===== src/rtl/spi_pkg.sv =====
// Shared definitions for the SPI register bank: FSM states, command encodings
// and frame-geometry helpers.
package spi_pkg;

  typedef enum logic [1:0] {
    IDLE,
    SHIFT,
    DONE
  } spi_state_t;

  localparam logic CMD_WRITE = 1'b1;
  localparam logic CMD_READ  = 1'b0;

  function automatic int frame_len(input int addr_w, input int data_w);
    return 1 + addr_w + data_w;
  endfunction

  function automatic int cnt_width(input int addr_w, input int data_w);
    return $clog2(frame_len(addr_w, data_w) + 1);
  endfunction

endpackage


===== src/rtl/spi_sync_edge.sv =====
// Two-flop synchroniser for an asynchronous input, followed by a registered
// copy of the synchronised level used to detect rising and falling edges.
module spi_sync_edge (
  input  logic clk,
  input  logic rst_n,
  input  logic din,
  output logic level,
  output logic rise,
  output logic fall
);

  logic [1:0] sync;
  logic       prev;

  // NOTE: sequential state uses non-blocking assignments so every flop samples
  // the pre-edge value of its neighbours, independent of statement order.
  always_ff @(posedge clk or negedge rst_n) begin
    if (!rst_n) begin
      sync <= '0;
      prev <= 1'b0;
    end else begin
      sync <= {sync[0], din};
      prev <= sync[1];
    end
  end

  assign level = sync[1];
  assign rise  = sync[1] & ~prev;
  assign fall  = ~sync[1] & prev;

endmodule


===== src/rtl/spi_reg_bank.sv =====
// SPI mode-0 peripheral holding NUM_REGS x DATA_W configuration registers.
// Register readback over cipo is compiled in when SPI_READBACK_EN is defined.
module spi_reg_bank
  import spi_pkg::*;
#(
  parameter int NUM_REGS = 5,
  parameter int DATA_W   = 8,
  parameter int ADDR_W   = 7
) (
  input  logic                       clk,
  input  logic                       rst_n,
  input  logic                       sclk,
  input  logic                       cs,
  input  logic                       copi,
  output logic                       cipo,
  output logic [NUM_REGS*DATA_W-1:0] regs_q,
  output logic                       wr_valid,
  output logic [ADDR_W-1:0]          wr_addr
);

  localparam int               FRAME_LEN   = frame_len(ADDR_W, DATA_W);
  localparam int               CNT_W       = cnt_width(ADDR_W, DATA_W);
  localparam logic [CNT_W-1:0] LAST_CNT    = CNT_W'(FRAME_LEN - 1);
  localparam logic [ADDR_W:0]  NUM_REGS_C  = (ADDR_W + 1)'(NUM_REGS);

  logic sclk_rise, sclk_fall, cs_rise, cs_fall, copi_lvl;

  spi_sync_edge u_sclk (.clk(clk), .rst_n(rst_n), .din(sclk), .level(), .rise(sclk_rise), .fall(sclk_fall));
  spi_sync_edge u_cs   (.clk(clk), .rst_n(rst_n), .din(cs),   .level(), .rise(cs_rise),   .fall(cs_fall));
  spi_sync_edge u_copi (.clk(clk), .rst_n(rst_n), .din(copi), .level(copi_lvl), .rise(), .fall());

  spi_state_t           state;
  logic [CNT_W-1:0]     cnt;
  logic [FRAME_LEN-1:0] shreg;
  logic [FRAME_LEN-1:0] shreg_nxt;
  logic                 overrun;
  logic                 commit_pend;
  logic [DATA_W-1:0]    regs [NUM_REGS];

  logic                 frame_cmd;
  logic [ADDR_W-1:0]    frame_addr;
  logic [DATA_W-1:0]    frame_data;
  logic                 frame_ok;

  assign shreg_nxt  = {shreg[FRAME_LEN-2:0], copi_lvl};
  assign frame_cmd  = shreg[FRAME_LEN-1];
  assign frame_addr = shreg[DATA_W +: ADDR_W];
  assign frame_data = shreg[DATA_W-1:0];
  assign frame_ok   = (frame_cmd == CMD_WRITE) && !overrun && ({1'b0, frame_addr} < NUM_REGS_C);

  // cs rise is checked before sclk rise so a coincident sclk edge is dropped.
  always_ff @(posedge clk or negedge rst_n) begin
    if (!rst_n) begin
      state       <= IDLE;
      cnt         <= '0;
      shreg       <= '0;
      overrun     <= 1'b0;
      commit_pend <= 1'b0;
    end else begin
      commit_pend <= 1'b0;
      case (state)
        IDLE: begin
          if (cs_fall) begin
            state   <= SHIFT;
            cnt     <= '0;
            shreg   <= '0;
            overrun <= 1'b0;
          end
        end
        SHIFT: begin
          if (cs_rise) begin
            state <= IDLE;
          end else if (sclk_rise) begin
            shreg <= shreg_nxt;
            cnt   <= cnt + 1'b1;
            if (cnt == LAST_CNT) state <= DONE;
          end
        end
        DONE: begin
          if (cs_rise) begin
            state       <= IDLE;
            commit_pend <= frame_ok;
          end else if (sclk_rise) begin
            overrun <= 1'b1;
          end
        end
        default: state <= IDLE;
      endcase
    end
  end

  // Commit one cycle after the FSM accepts the frame; the shift register is
  // still intact because the next cs fall cannot arrive that soon.
  always_ff @(posedge clk or negedge rst_n) begin
    if (!rst_n) begin
      // NOTE: this bank is a set of control flops, not a RAM, so every entry is
      // reset; downstream logic must see known values straight out of reset.
      for (int k = 0; k < NUM_REGS; k++) regs[k] <= '0;
      wr_addr  <= '0;
      wr_valid <= 1'b0;
    end else begin
      wr_valid <= commit_pend;
      if (commit_pend) begin
        wr_addr <= frame_addr;
        for (int k = 0; k < NUM_REGS; k++) begin
          if (frame_addr == ADDR_W'(k)) regs[k] <= frame_data;
        end
      end
    end
  end

  for (genvar k = 0; k < NUM_REGS; k++) begin : g_regs_q
    assign regs_q[k*DATA_W +: DATA_W] = regs[k];
  end

`ifdef SPI_READBACK_EN
  logic [DATA_W-1:0] shadow;
  logic [DATA_W-1:0] rd_word;
  logic [ADDR_W-1:0] rd_addr;
  logic              rd_load;

  assign rd_addr = shreg_nxt[ADDR_W-1:0];
  assign rd_load = (state == SHIFT) && sclk_rise && !cs_rise &&
                   (cnt == CNT_W'(ADDR_W)) && (shreg_nxt[ADDR_W] == CMD_READ);

  // NOTE: every signal written in always_comb gets a default first, otherwise
  // an unmatched address would hold its old value and infer a latch.
  always_comb begin
    rd_word = '0;
    for (int k = 0; k < NUM_REGS; k++) begin
      if (rd_addr == ADDR_W'(k)) rd_word = regs[k];
    end
  end

  // The fall right after the load is skipped so the MSB is still on cipo at
  // the first data-phase rise; later falls advance one bit each.
  always_ff @(posedge clk or negedge rst_n) begin
    if (!rst_n) begin
      shadow <= '0;
    end else if (state == IDLE || cs_rise) begin
      shadow <= '0;
    end else if (rd_load) begin
      shadow <= rd_word;
    end else if (sclk_fall && cnt > CNT_W'(ADDR_W + 1)) begin
      shadow <= shadow << 1;
    end
  end

  assign cipo = shadow[DATA_W-1];
`else
  assign cipo = 1'b0;
`endif

endmodule


===== config.mk =====
export PLATFORM = sky130hd
export DESIGN_NAME = spi_reg_bank
export DESIGN_NICKNAME = d
export VERILOG_FILES = /design/src/rtl/spi_pkg.sv /design/src/rtl/spi_sync_edge.sv /design/src/rtl/spi_reg_bank.sv
export SDC_FILE = /design/constraint.sdc
export NUM_CORES = 1
export LEC_CHECK = 0
export ABC_AREA = 1
export CAP_MARGIN = 40
export CORE_MARGIN = 2
export CORE_UTILIZATION = 45
export CTS_BUF_LIST = sky130_fd_sc_hd__clkbuf_8
export DETAILED_ROUTE_END_ITERATION = 8
export PLACE_DENSITY = 0.65
export RECOVER_POWER = 100
export SKIP_LAST_GASP = 1
export SYNTH_ARGS = -nofsm -noshare
export SYNTH_HDL_FRONTEND = slang
export SYNTH_HIERARCHICAL = 1
export SYNTH_SLANG_ARGS = --single-unit

===== constraint.sdc =====
create_clock -name clk -period 1.4 [get_ports clk]
set_input_delay 0.14 -clock clk [delete_from_list [all_inputs] [get_ports clk]]
set_output_delay 0.14 -clock clk [all_outputs]
set_load 0.05 [all_outputs]

# Yosys cells after proc, flatten, opt, wreduce, memory -nomap -nowiden
# Cells that the tools add are included.
[totals]
regBits = 81
out_inout_bits = 49
[classes]
add_sub_neg = 1
order_cmp = 1
n_eq_ne = 15
muxes = 20
bitwise = 6
reduce_logical = 15
[ops]
columns = ["operator", "n"]
rows = [
  ["16-bit two-way mux", 3],
  ["16-bit case mux with 2 select lines", 1],
  ["5-bit two-way mux", 3],
  ["7-bit by 2-bit == test with 1-bit output (second input constant)", 2],
  ["2-bit inequality test (second input constant)", 6],
  ["4-bit AND reduction", 3],
  ["2-bit two-way mux", 5],
  ["5-bit case mux with 2 select lines", 1],
  ["2-bit AND reduction", 5],
  ["7-bit by 1-bit == test with 1-bit output (second input constant)", 1],
  ["7-bit by 3-bit == test with 1-bit output (second input constant)", 1],
  ["7-bit zero test", 1],
  ["7-bit by 3-bit < comparator with 1-bit output (second input constant)", 1],
  ["3-bit inequality test (second input constant)", 2],
  ["2-bit case mux with 3 select lines", 1],
  ["5-bit by 1-bit adder with 5-bit output (second input constant)", 1],
  ["5-bit by 4-bit == test with 1-bit output (second input constant)", 1],
  ["1-bit two-way mux", 5],
  ["2-bit nonzero test", 2],
  ["1-bit AND", 3],
  ["1-bit NOT", 3],
  ["2-bit by 1-bit == test with 1-bit output (second input constant)", 1],
  ["2-bit == test (second input constant)", 1],
  ["1-bit logical AND", 2],
  ["3 further kinds", 3],
]

# Logic depth before layout (Yosys ltp)
[logic_depth]
depth_word = 5
ltp_mapped = 8

# Hierarchy
# The synthesis kept the hierarchy.
[modules_own_cells]
columns = ["mod", "instances", "cells_per_inst", "area_each_um2"]
rows = [
  ["spi_reg_bank", 1, 341, 3160.5],
  ["spi_sync_edge", 3, 7, 90.1],
]

# Worst setup path before layout
# Ideal clock, no wire load.
[synth_path]
path_kind = "reg2reg"
start = "register u_sclk.prev"
end = "register cnt[2]"
arrival_ps = 1167
path_slack_ps = 116
stages_incl_launch_ff = 8
synth_period_minus_slack_ps = 1284
path_cell_list = "dfrtp_1 nor2_1 inv_1 nand3_1 nand3_2 buf_6 nand2_1 o21ai_2"
[synth_via]
elab_chain_len = 4
[synth_rtl]
columns = ["item", "line_no", "rtl"]
rows = [
  ["from (decl)", "spi_sync_edge.sv:13", "logic prev;"],
  ["from (signal assigned)", "spi_sync_edge.sv:23", "prev <= sync[1];"],
  ["1-bit NOT", "spi_sync_edge.sv:28", "assign rise = sync[1] & ~prev;"],
  ["1-bit AND", "spi_sync_edge.sv:28", ""],
  ["net sclk_rise", "spi_reg_bank.sv:26", "logic sclk_rise, sclk_fall, cs_rise, cs_fall, copi_lvl;"],
  ["2-bit inequality test (no source line)", "--", ""],
  ["4-bit AND reduction (no source line)", "--", ""],
  ["to (signal assigned)", "spi_reg_bank.sv:75", "cnt <= cnt + 1'b1;"],
  ["to (decl)", "spi_reg_bank.sv:33", "logic [CNT_W-1:0] cnt;"],
]
# The timed path passes the listed nets, and every way through them passes these cells.
# A chain may end at the register's enable or synchronous reset.

# Final worst setup path
[layout_path]
start = "register shreg[13]"
end = "register regs, in the netlist regs_q[23]"
[layout_via]
elab_chain_len = 2
[layout_rtl]
columns = ["item", "line_no", "rtl"]
rows = [
  ["from (decl)", "spi_reg_bank.sv:34", "logic [FRAME_LEN-1:0] shreg;"],
  ["from (signal assigned)", "spi_reg_bank.sv:74", "shreg <= shreg_nxt;"],
  ["7-bit by 2-bit == test with 1-bit output", "spi_reg_bank.sv:106", "if (frame_addr == ADDR_W'(k)) regs[k] <= frame_data;"],
  ["2-bit AND reduction (no source line)", "--", ""],
  ["to (signal, indexed assignment)", "spi_reg_bank.sv:106", ""],
  ["to (decl)", "spi_reg_bank.sv:38", "logic [DATA_W-1:0] regs [NUM_REGS];"],
]
# No other way between the ends.

==> impl_results.md <==
* Status: finished, final reports clean
* Worst setup margin at 93.2 ps
* Most common cell on crit path: nand2_1
* Die Span Y at 90.7 µm
* All-layer global routing usage at 19.2%
* Row count at 31
* Clk_skew at 6.64 ps
* Gpl congestion at 0.777
* Slowest-stage cell, CP: dfrtp_1
* N_diodes at 0
* Final critical-path required period at 1310 ps
* Vias in the first global route at 2547
* Hold WS at 345 ps
* Share of cells above drive strength 1 at 23.9%
* Clock transition at path regs at 80 ps
* Post-route ant nets at 0
* Max Freq at 765 MHz
* DP HPWL at 5080 µm
* Most common cell after layout, fill and taps aside: nand2_1
* Setup_tns at 0 ps
* Core ar. at 7250 µm²
* Die Area at 8230 µm²
* Critical Path Start Type: flop
* Hold Fails Final Rpt at 0
* Clock buffer count from CTS at 9
* Crit path depth at 6
* Peak supply drop at 0.000603 V
* Commonest non-fill, non-tap cells in the layout: nand2_1 (115), dfrtp_1 (78), clkbuf_2 (47)
* Nets at 429
* CTS HTree Levels at 3
* Max FO, Critical Path at 8
* CP max stage delay at 420 ps
* Synthesized area at 3380 µm²
* Skew-Pair Late Insertion Delay at 340 ps
* Critical path capture point type: flop
* GRT overflow at 0
* Pre-antenna DRT Iters at 4
* Worst-Margin Slew at 789 ps
* Delay-heaviest family, CP: simple AND/OR/NAND/NOR gates
* Mean Syn Cell Area at 9.53 µm²
* Critical path type: flop to flop
* Clk buf depth at 2
* Worst path cell trace: nor2_4, nand2_4, inv_2, nand3_2, nand2_1, nand2_1
* Syn_nets at 362
* Residual DRC at 0
* Hold path depth at 1
* Die W at 90.7 µm
* Post-place setup slack at 89.0 ps
* Root Buffer: clkbuf_8
* R2R Setup Slk at 90 ps
* DRT iter0 DRCs at 171
* Relative slew slack at 47.4%
* Worst Path Buf+Inv at 1
* Pin count of the biggest net entering global routing at 30
* RSZ-0062 raised after global routing: false
* WP data required at 1640 ps
* Power Density at 1140 nW/µm²
* I/O pin count at 54
* Max cap viols at 0
* First-pass GRT wire length at 12600 µm
* Port Buf Inserts at 52
* Initial antenna violation count at 0
* Final Routed Wirelength at 7430 µm
* Initial core utilization at 46.6%
* Leakage at 0.00217 µW
* Area grow syn2layout at 21.7%
* CTS tree: built
* Clock sinks at 81
* Via Count at 2608
* Vias/cell at 4.96
* Synth warnings at 6
* Worst Reg-to-Reg Cells at 6
* Slew Limit Fails at 0
* Worst endpoint data arrival time at 1540 ps
* Synthesized instance count at 355
* DR WL/cell at 14.1 µm
* Fin crit share at 93.3%
* Setup Viol. Count Final at 0
* Worst hold-check path type: input pin to flop
sequential cells by signal, indices dropped and copies added (netlist names), 2 cells and up:
register / count
u_copi/sync: 2
shreg: 16
u_cs/sync: 2
u_sclk/sync: 2
cnt: 5
state: 2
wr_addr: 7
regs_q: 40
timing repair:
action / in CTS / in global routing
hold buffers: 1 / 0
endpoints found under the hold margin: 27 / 0
endpoints found under the setup margin: 0 / 40
buffers inserted: 0 / 5
resized for setup: 0 / 5
layout make-up:
cell class                 count  area [µm²]
multi-input combinational    234        1170
inverter                      30         113
timing repair buffer          66         432
sequential                    81        2030
tap                           99         124
clock inverter                 6         106
clock buffer                  10         138
fill                         652        3140
stage by stage:
| stage | area (µm²) | total power [µW] | std cells | utilization, % |
|---|---|---|---|---|
| 4_1_cts | 4620 | 4740 | 521 | 63.7 |
| 3_3_place_gp | 4370 | 2700 | 504 | 60.2 |
| 6_report | 4120 | 4700 | 526 | 56.8 |
| 2_1_floorplan | 3380 | 2590 | 355 | - |
| 5_1_grt | 4120 | 4870 | 526 | 56.8 |
| 3_5_place_dp | 4370 | 2710 | 504 | 60.2 |
path summary, 6_finish.rpt:
path | from | endpoint
setup / recovery | shreg[13] | regs_q[23]
hold / removal | copi | u_copi/sync[0]
setup reg to reg | shreg[13] | regs_q[23]
hold reg to reg | u_cs/sync[0] | u_cs/sync[1]
max in group asynchronous | rst_n | shreg[8]
min in group asynchronous | rst_n | wr_addr[5]
per-layer routing:
layer	routed length, µm	global-route usage, %	vias to the layer above
met1	3470	26.9	1256
met3	370	2.92	8
met5	0	0	-
li1	-	-	1273
met2	3500	29.5	71
met4	95	8.97	0
where the power goes:
part	switching (µW)	leakage, µW	internal (µW)	total, µW
clock	819	0.000124	1220	2040
sequential	46.5	0.00111	2370	2420
combinational	159	0.000940	79.8	239
total	1020	0.00217	3680	4700
Note: power is estimated with default switching activity, not from simulation.
